[config.mk]
export PLATFORM = sky130hd
export DESIGN_NAME = vga_capture
export DESIGN_NICKNAME = d
export VERILOG_FILES = /design/src/rtl/vga_pkg.sv /design/src/rtl/vga_sync_meter.sv /design/src/rtl/vga_capture.sv
export SDC_FILE = /design/constraint.sdc
export NUM_CORES = 1
export LEC_CHECK = 0
export CAP_MARGIN = 20
export CORE_MARGIN = 1
export CORE_UTILIZATION = 30
export CTS_CLUSTER_DIAMETER = 200
export DETAILED_ROUTE_END_ITERATION = 8
export PLACE_DENSITY = 0.52
export SLEW_MARGIN = 25
export SYNTH_ARGS = -nofsm -noshare
export SYNTH_HDL_FRONTEND = slang
export SYNTH_SLANG_ARGS = --single-unit
[constraint.sdc]
create_clock -name Clock -period 4.15 [get_ports Clock]
set_input_delay 0.415 -clock Clock [delete_from_list [all_inputs] [get_ports Clock]]
set_output_delay 0.415 -clock Clock [all_outputs]
set_load 0.02 [all_outputs]
[src/rtl/vga_pkg.sv]
// Shared VGA timing defaults, FSM encoding and counter helper.
// Used by the capture block and the transmitter.
package vga_pkg;

  localparam int H_TOTAL_DEF    = 800;
  localparam int V_TOTAL_DEF    = 521;
  localparam int H_SYNC_LEN_DEF = 96;
  localparam int V_SYNC_LEN_DEF = 2;
  localparam int WIN_X0_DEF     = 336;
  localparam int WIN_Y0_DEF     = 143;

  typedef enum logic [1:0] {
    SEARCH = 2'd0,
    ALIGN  = 2'd1,
    LOCKED = 2'd2
  } vga_state_t;

  function automatic logic [9:0] sat_inc(
    input logic [9:0] v
  );
    return (v == 10'h3FF) ? v : v + 10'd1;
  endfunction

endpackage

[src/rtl/vga_sync_meter.sv]
// Sync leading-edge detector with pulse-width measurement.
// width holds the length of the latest pulse, in ticks.
module vga_sync_meter
  import vga_pkg::*;
(
  input  logic       clk,
  input  logic       rst,
  input  logic       en,
  input  logic       tick,
  input  logic       sync,
  output logic       rise,
  output logic [9:0] width
);

  logic       prev;
  logic [9:0] cnt;

  assign rise  = en && sync && !prev;
  assign width = cnt;

  // At a leading edge width still shows the previous pulse.
  always_ff @(posedge clk) begin
    if (rst) begin
      prev <= 1'b0;
      cnt  <= '0;
    end else if (en) begin
      prev <= sync;
      if (rise)
        cnt <= {9'd0, tick};
      else if (sync && tick)
        cnt <= sat_inc(cnt);
    end
  end

endmodule

[src/rtl/vga_capture.sv]
// VGA stream capture: sync lock FSM and windowed
// writes into a 256x256 video RAM.
module vga_capture
  import vga_pkg::*;
#(
  parameter int H_TOTAL    = H_TOTAL_DEF,
  parameter int V_TOTAL    = V_TOTAL_DEF,
  parameter int H_SYNC_LEN = H_SYNC_LEN_DEF,
  parameter int V_SYNC_LEN = V_SYNC_LEN_DEF,
  parameter int WIN_X0     = WIN_X0_DEF,
  parameter int WIN_Y0     = WIN_Y0_DEF
) (
  input  logic        Clock,
  input  logic        Reset,
  input  logic        iPixelEnable,
  input  logic        iHSync,
  input  logic        iVSync,
  input  logic [2:0]  iColor,
  output logic        oWriteEnable,
  output logic [15:0] oWriteAddress,
  output logic [2:0]  oWriteData,
  output logic        oLocked,
  output logic        oFrameDone,
  output logic        oError
);

  localparam logic [9:0]  H_LAST = 10'(H_TOTAL - 1);
  localparam logic [9:0]  V_LAST = 10'(V_TOTAL - 1);
  localparam logic [9:0]  H_W    = 10'(H_SYNC_LEN);
  localparam logic [9:0]  V_W    = 10'(V_SYNC_LEN);
  localparam logic [9:0]  X0     = 10'(WIN_X0);
  localparam logic [9:0]  Y0     = 10'(WIN_Y0);
  localparam logic [10:0] X_LO   = 11'(WIN_X0);
  localparam logic [10:0] X_HI   = 11'(WIN_X0 + 255);
  localparam logic [10:0] Y_LO   = 11'(WIN_Y0);
  localparam logic [10:0] Y_HI   = 11'(WIN_Y0 + 255);

  vga_state_t state;

  logic [9:0] col, row;
  logic [9:0] col_n, row_n;
  logic [9:0] h_width, v_width;
  logic [7:0] dx, dy;
  logic       h_rise, v_rise, vpend;
  logic       line_bad, frame_bad, bad;
  logic       in_win;

  vga_sync_meter u_hmeter (
    .clk   (Clock),
    .rst   (Reset),
    .en    (iPixelEnable),
    .tick  (1'b1),
    .sync  (iHSync),
    .rise  (h_rise),
    .width (h_width)
  );

  // Vertical pulse width is counted in lines.
  vga_sync_meter u_vmeter (
    .clk   (Clock),
    .rst   (Reset),
    .en    (iPixelEnable),
    .tick  (h_rise),
    .sync  (iVSync),
    .rise  (v_rise),
    .width (v_width)
  );

  // col/row hold the previous pixel; *_n are this pixel.
  always_comb begin
    col_n = h_rise ? 10'd0 : sat_inc(col);
    row_n = row;
    if (h_rise)
      row_n = (v_rise || vpend) ? 10'd0 : sat_inc(row);
    line_bad  = h_rise &&
                (col != H_LAST || h_width != H_W);
    frame_bad = v_rise &&
                (row != V_LAST || v_width != V_W);
    bad    = line_bad || frame_bad;
    dx     = 8'(col_n - X0);
    dy     = 8'(row_n - Y0);
    in_win = ({1'b0, col_n} >= X_LO) &&
             ({1'b0, col_n} <= X_HI) &&
             ({1'b0, row_n} >= Y_LO) &&
             ({1'b0, row_n} <= Y_HI);
  end

  always_ff @(posedge Clock) begin
    if (Reset) begin
      state         <= SEARCH;
      col           <= '0;
      row           <= '0;
      vpend         <= 1'b0;
      oWriteEnable  <= 1'b0;
      oWriteAddress <= '0;
      oWriteData    <= '0;
      oFrameDone    <= 1'b0;
      oError        <= 1'b0;
    end else begin
      oWriteEnable <= 1'b0;
      oFrameDone   <= 1'b0;
      if (iPixelEnable) begin
        col   <= col_n;
        row   <= row_n;
        vpend <= !h_rise && (vpend || v_rise);
        unique case (state)
          SEARCH: begin
            if (v_rise)
              state <= ALIGN;
          end
          ALIGN: begin
            if (bad)
              state <= SEARCH;
            else if (v_rise)
              state <= LOCKED;
          end
          LOCKED: begin
            if (bad) begin
              state  <= SEARCH;
              oError <= 1'b1;
            end else begin
              oFrameDone <= v_rise;
              if (in_win) begin
                oWriteEnable  <= 1'b1;
                oWriteAddress <= {dy, dx};
                oWriteData    <= iColor;
              end
            end
          end
          default: state <= SEARCH;
        endcase
      end
    end
  end

  assign oLocked = (state == LOCKED);

endmodule

==> metrics, run 1 <==
status=finished clean; Tmin final=3787 ps; Hold-fix buffers, CTS=0; clk_skew=5.151 ps; first-pass GRT wire length=16.20 mm; Skew-Pair Late Insertion Delay=340 ps; ys async rst share=0%; GP Congestion=0.8545; post-synth cell types=62; clk buf depth=2; worst rel slew slack=61.47%; crit path max fanout=14; CP required=4420 ps; Starting Density=31.35%; die width=115.2 µm; row count=40; Total GRT Usage=15.83%; number of vias per cell=5.260; syn_nets=487; Post-DP Area=4279 µm²; critical path class=reg2reg; worst hold path class=reg2reg; clock sinks=67; area delta synth->final=18.69%; PwrDens=323.2 nW/µm²; core area=12260 µm²; max_cap viols=0; # IOs=31; H-Tree Depth=3; Startpoint Class=register; register area share after synthesis=34.90%; cts bufs inserted=9; Die Height=115.2 µm; EDFF count, synth=0; gr ovfl total=0; Main synth FF type=dfxtp_1; crit path buf inv count=2; final core occ=37.20%; Most common cell on crit path=ha_1; final setup TNS=0 ps; Nets=509; initial DRC count=134; Crit path arrival time=4060 ps; final hold violations=0; largest net degree at the start of global routing=45; Yosys reg bits=67; RSZ-0062 raised after global routing=no; DP HPWL=7.006 mm; # diodes=0; worst-margin pin slew=570.5 ps; die area=13270 µm²; LEAKAGE=0.001573 µW; # port buffers=30; clock slew at reported path FFs=50 ps; most frequent cells in the layout=dfxtp_1, nor2_1, a21oi_1; WL per Instance=14.91 µm; antenna-violating nets left=0; FMAX=264.1 MHz; antenna violations before repair=0; CP delay by family, top=simple AND/OR/NAND/NOR gates; syn avg cell area=8.213 µm²; part of the cycle the worst path needs=91.24%; Max IR drop VDD=0.0001518 V; Tot Pwr=1474 µW; CP max-delay cell=or4_1; Design Area, Final=4562 µm²; Fillers=1248; worst-path cell chain=ha_1, and3_1, nand3_2, a31oi_1, buf_4, inv_1, ha_1, o21ai_0, o41ai_1, a2111oi_4, nand3b_2, or4_1, o21ai_1; Synth Cell Area=3844 µm²; routed vias=3482; setup violators final=0; DR pass1 iterations=4; critical path capture point type=register; cell count after synthesis=468; DRC=0; Critical Path Max Stage Delay=570 ps; commonest non-fill, non-tap cell in the layout=dfxtp_1; fraction of layout cells with a size suffix above 1=8.907%; Clock Root Buffer=clkbuf_16; CTS tree=yes; Synthesis Warnings=0; number of global-route vias before repair=3270; final WL=9.871 mm; Slew Limit Fails=0
==> path summary, 6_finish.rpt <==
path | from | to | slack (ps) | cells after the start
max | col[0] | oWriteAddress[0] | 360 | 13
min | oWriteAddress[7] | oWriteAddress[7] | 470 | 2
max reg2reg | col[0] | oWriteAddress[0] | 360 | 13
min reg2reg | oWriteAddress[7] | oWriteAddress[7] | 470 | 2
==> where the power goes <==
group          switching, µW  internal [µW]  total, µW
Sequential              10.0            650        660
Clock                    281            448        729
Combinational           52.4           32.5       84.9
==> through the flow <==
step | setup slack (ps) | hold slack (ps) | instances
floorplan | 834.5 | 461.1 | 468
global placement | 339.6 | 458.6 | 647
detailed placement | 295.3 | 462.6 | 647
CTS | 313.6 | 469.6 | 662
global route | 61.13 | 493.3 | 662
finish | 363.5 | 465.1 | 662
==> layout make-up <==
class,count,area (µm²),share of cell area (%)
Timing Repair Buffer,41,382.9,8.393
Sequential cell,67,1341,29.40
Inverter,16,60.06,1.317
Multi-Input combinational cell,355,2287,50.14
Clock buffer,13,270.3,5.924
Tap cell,168,210.2,4.608
Clock inverter,2,10.01,0.2194
==> cells in the mapped netlist (all sizes together) (4+ instances only) <==
cell type / instances / area share, %
clkbuf: 13 / 1.3
nor2: 47 / 4.6
a211oi: 7 / 1.4
dfxtp: 67 / 35
buf: 17 / 2.8
xnor2: 11 / 2.5
nor3: 12 / 1.6
mux2i: 12 / 3.2
and4: 4 / 0.91
nand2b: 5 / 0.81
and3: 8 / 1.3
nand2: 28 / 2.7
a21oi: 39 / 5.1
o21ai: 31 / 4.0
a31oi: 8 / 1.3
xor2: 9 / 2.1
nand4: 14 / 2.3
nor2b: 5 / 0.81
or4: 5 / 0.98
nand3: 33 / 4.4
nor4: 7 / 1.3
or3: 7 / 1.1
inv: 16 / 1.6
nand3b: 4 / 1.2
ha: 11 / 3.6
==> kinds of logic (layout without fill, tap and decap cells) <==
group | Yosys count | in the layout | synth area share [%]
fa+ha+maj | 11 | 11 | 3.581
compound gates | 117 | 117 | 20.05
xor+xnor | 20 | 20 | 4.557
buf+inv | 46 | 72 | 5.664
flops | 67 | 67 | 34.90
simple gates | 192 | 192 | 27.15
mux | 15 | 15 | 4.102
==> worst register-to-register path, stage by stage, from the launching register on <==
cell and delay (ps):
dfxtp_1 500, ha_1 300, and3_1 500, nand3_2 270
a31oi_1 230, buf_4 150, inv_1 40, ha_1 220
o21ai_0 80, o41ai_1 140, a2111oi_4 340, nand3b_2 280
or4_1 570, o21ai_1 90
==> routing by layer <==
metal,GRT usage [%],share of wire (%),vias up
met5,0,0,-
met4,7.186,1.6,0
met2,25.74,48,44
li1,-,-,1753
met1,19.79,47,1673
met3,3.848,2.7,12
==> registers in the layout (all words and copies together) (netlist names) <==
register and count:
row 10, oFrameDone 1, oWriteAddress 16, u_hmeter.width 10
oError 1, col 10, state 2, oWriteData 3
u_vmeter.prev 1, oWriteEnable 1, u_hmeter.prev 1, u_vmeter.width 10
vpend 1
==> timing repair <==
action,in CTS,in global routing
setup buffers,0,0
gates resized for setup,0,1
setup endpoints to repair,0,9
No activity file was read; power rests on OpenSTA's default activity.
==> run 2, diff against run 1 <==
Settings changed: GPL_ROUTABILITY_DRIVEN set to 0, PLACE_DENSITY 0.52 to 0.51, SYNTH_HIERARCHICAL set to 1.
==> metrics, run 2 <==
Clock Root Buffer=clkbuf_16; die width=121.4 µm (+5.4%); final setup TNS=0 ps (unchanged); worst rel slew slack=42.07% (-19 points); largest net degree at the start of global routing=32 (-29%); max_cap viols=0 (unchanged); area delta synth->final=18.00%; Main synth FF type=dfxtp_1; worst hold path class=reg2reg; Clk pwr share=47.8% (-1.7 points); ys async rst share=0% (unchanged); # port buffers=30 (unchanged); syn avg cell area=8.367 µm² (+1.9%); CP required=4400 ps (-20 ps); Yosys reg bits=67 (unchanged); clock sinks=67 (unchanged); setup violators final=0 (unchanged); Total GRT Usage=15.54% (-0.29 points); FMAX=265.5 MHz (+0.53%); number of global-route vias before repair=3642 (+11%); post-synth cell types=72 (+16%); top-area cell type share of the netlist area=31.37% (-3.5 points); clock slew at reported path FFs=60 ps (about the same); gr ovfl total=0 (unchanged); Pint=1127 µW (-0.31%); Tot Pwr=1493 µW (+1.3%); Nets=558 (+9.6%); top post-synthesis cells by area=dfxtp_1, mux2i_1, nor2_1; routed vias=3899 (+12%); register area share after synthesis=31.37% (-3.5 points); cell count after synthesis=511 (+9.2%); Net Sw Frac=24.51% (+1.2 points); EDFF count, synth=0 (unchanged); most frequent cells after synthesis=dfxtp_1, nor2_1, nand2_1; row count=43 (+7.5%); WL per Instance=15.14 µm (+1.5%); Die Height=121.4 µm (+5.4%); DP HPWL=7.949 mm (+13%); Starting Density=30.80% (-0.55 points); worst-margin pin slew=868.0 ps (+297.5 ps); Synth Cell Area=4275 µm² (+11%); # diodes=0 (unchanged); most frequent cells in the layout=dfxtp_1, nor2_1, nand2_1; cts bufs inserted=9 (unchanged); Synthesis Warnings=6 (+6); clk buf depth=2 (unchanged); Yosys top cell by area=dfxtp_1; RSZ-0062 raised after global routing=no; Sequential Power Share=44.5% (-0.3 points); commonest non-fill, non-tap cell in the layout=dfxtp_1; status=finished clean; first-pass GRT wire length=18.10 mm (+12%); LEAKAGE=0.001803 µW (+15%); PwrDens=296.0 nW/µm² (-8.4%); Tmin final=3767 ps (-19.80 ps); final hold violations=0 (unchanged); crit path max fanout=9 (-5); clk_skew=9.436 ps (+4.285 ps); Net Switching=366.0 µW (+6.5%); # IOs=31 (unchanged); Crit path arrival time=4020 ps (-40 ps); Largest register FFs=16 (unchanged); H-Tree Depth=3 (unchanged); critical path class=reg2reg; die area=14730 µm² (+11%); Max IR drop VDD=0.0001447 V (-4.7%); Skew-Pair Late Insertion Delay=330 ps (about the same); DRC=0 (unchanged); Startpoint Class=register; antenna-violating nets left=0 (unchanged); most frequent cell after synthesis=dfxtp_1; DR pass1 iterations=4 (unchanged); core area=13880 µm² (+13%); Slew Limit Fails=0 (unchanged); number of vias per cell=5.378 (+2.2%); most flop-heavy register=oWriteAddress; final core occ=36.34% (-0.86 points); antenna violations before repair=0 (unchanged); fraction of layout cells with a size suffix above 1=11.93% (+3.0 points); final WL=10.97 mm (+11%); Fillers=1469 (+18%); critical path capture point type=register; initial DRC count=129 (-3.7%); Combinational Power Share=7.7% (+1.9 points); CTS tree=yes; part of the cycle the worst path needs=90.76% (-0.48 points)
[run 2: kinds of logic after synthesis]
kind of cell               after synthesis  share of synthesized area, %
and+or+nand+nor                        227                         29.30
adders and majority gates               10                         2.927
other                                    1                       0.08771
DFF                                     67                         31.37
AOI/OAI and AO/OA                      114                         20.63
buffers and inverters                   49                         5.560
xor gates and xnor gates                10                         2.049
muxes                                   33                         8.077
[run 2: worst paths after layout]
check | start | endpoint | slack [ps] | cells after the start
hold / removal | oWriteAddress[2] | oWriteAddress[2] | 460 | 2
setup / recovery | col[0] | oWriteAddress[15] | 380 | 13
hold reg to reg | oWriteAddress[2] | oWriteAddress[2] | 460 | 2
setup reg to reg | col[0] | oWriteAddress[15] | 380 | 13
[run 2: cell type report]
| type | count | area [µm²] | share of cell area [%] |
|---|---|---|---|
| Sequential cell | 67 | 1341 | 26.59 |
| Clock buffer | 11 | 252.7 | 5.010 |
| Timing Repair Buffer | 44 | 405.4 | 8.036 |
| Clock inverter | 5 | 27.53 | 0.5456 |
| Inverter | 21 | 78.83 | 1.562 |
| Multi-Input combinational cell | 397 | 2714 | 53.79 |
| Tap cell | 180 | 225.2 | 4.464 |
[run 2: through the flow]
step | setup slack [ps] | hold slack (ps) | cell area (µm²) | cells
final | 383.3 | 459.3 | 5045 | 725
after global routing | 75.98 | 484.5 | 5045 | 725
after CTS | 212.3 | 465.4 | 5037 | 725
after detailed placement | 270.0 | 457.6 | 4757 | 709
after global placement | 391.3 | 444.0 | 4757 | 709
after floorplan | 554.1 | 461.0 | 4283 | 513
[run 2: power groups by stage]
stage          logic [µW]  clock network [µW]  registers, µW
3_5_place_dp          115                   0            678
4_1_cts               115                 735            664
5_1_grt               129                 760            665
6_report              115                 714            664
2_1_floorplan        81.4                   0            672
3_3_place_gp          115                   0            677
[run 2: critical path, cell delays in order (launching register included)]
cell       delay [ps]
dfxtp_1           470
ha_1              280
nand3_1           200
o311ai_0          390
xor2_1            210
or2_2             190
ha_1              160
nand3_1            90
nor4b_2           290
o311ai_2          140
a2111oi_4         430
and4_2            390
buf_4             230
mux2i_1           200
[run 2: what timing repair did]
action / 4_1_cts / 5_1_grt
setup buffers: 0 / 0
setup endpoints to repair: 0 / 15
resized for setup: 0 / 2
hold buffers: 0 / 0
[run 2: per-layer routing]
| layer | wire length [µm] | track usage (%) |
|---|---|---|
| met4 | 166 | 5.864 |
| met5 | 0 | 0 |
| met2 | 5326 | 25.75 |
| met1 | 5182 | 19.83 |
| met3 | 298 | 2.914 |
==> run 3, diff against run 2 <==
Settings changed: CORE_MARGIN 1 to not set.
==> results of run 3 <==
No change in the layout: final DEF, timing and power equal those of run 2.
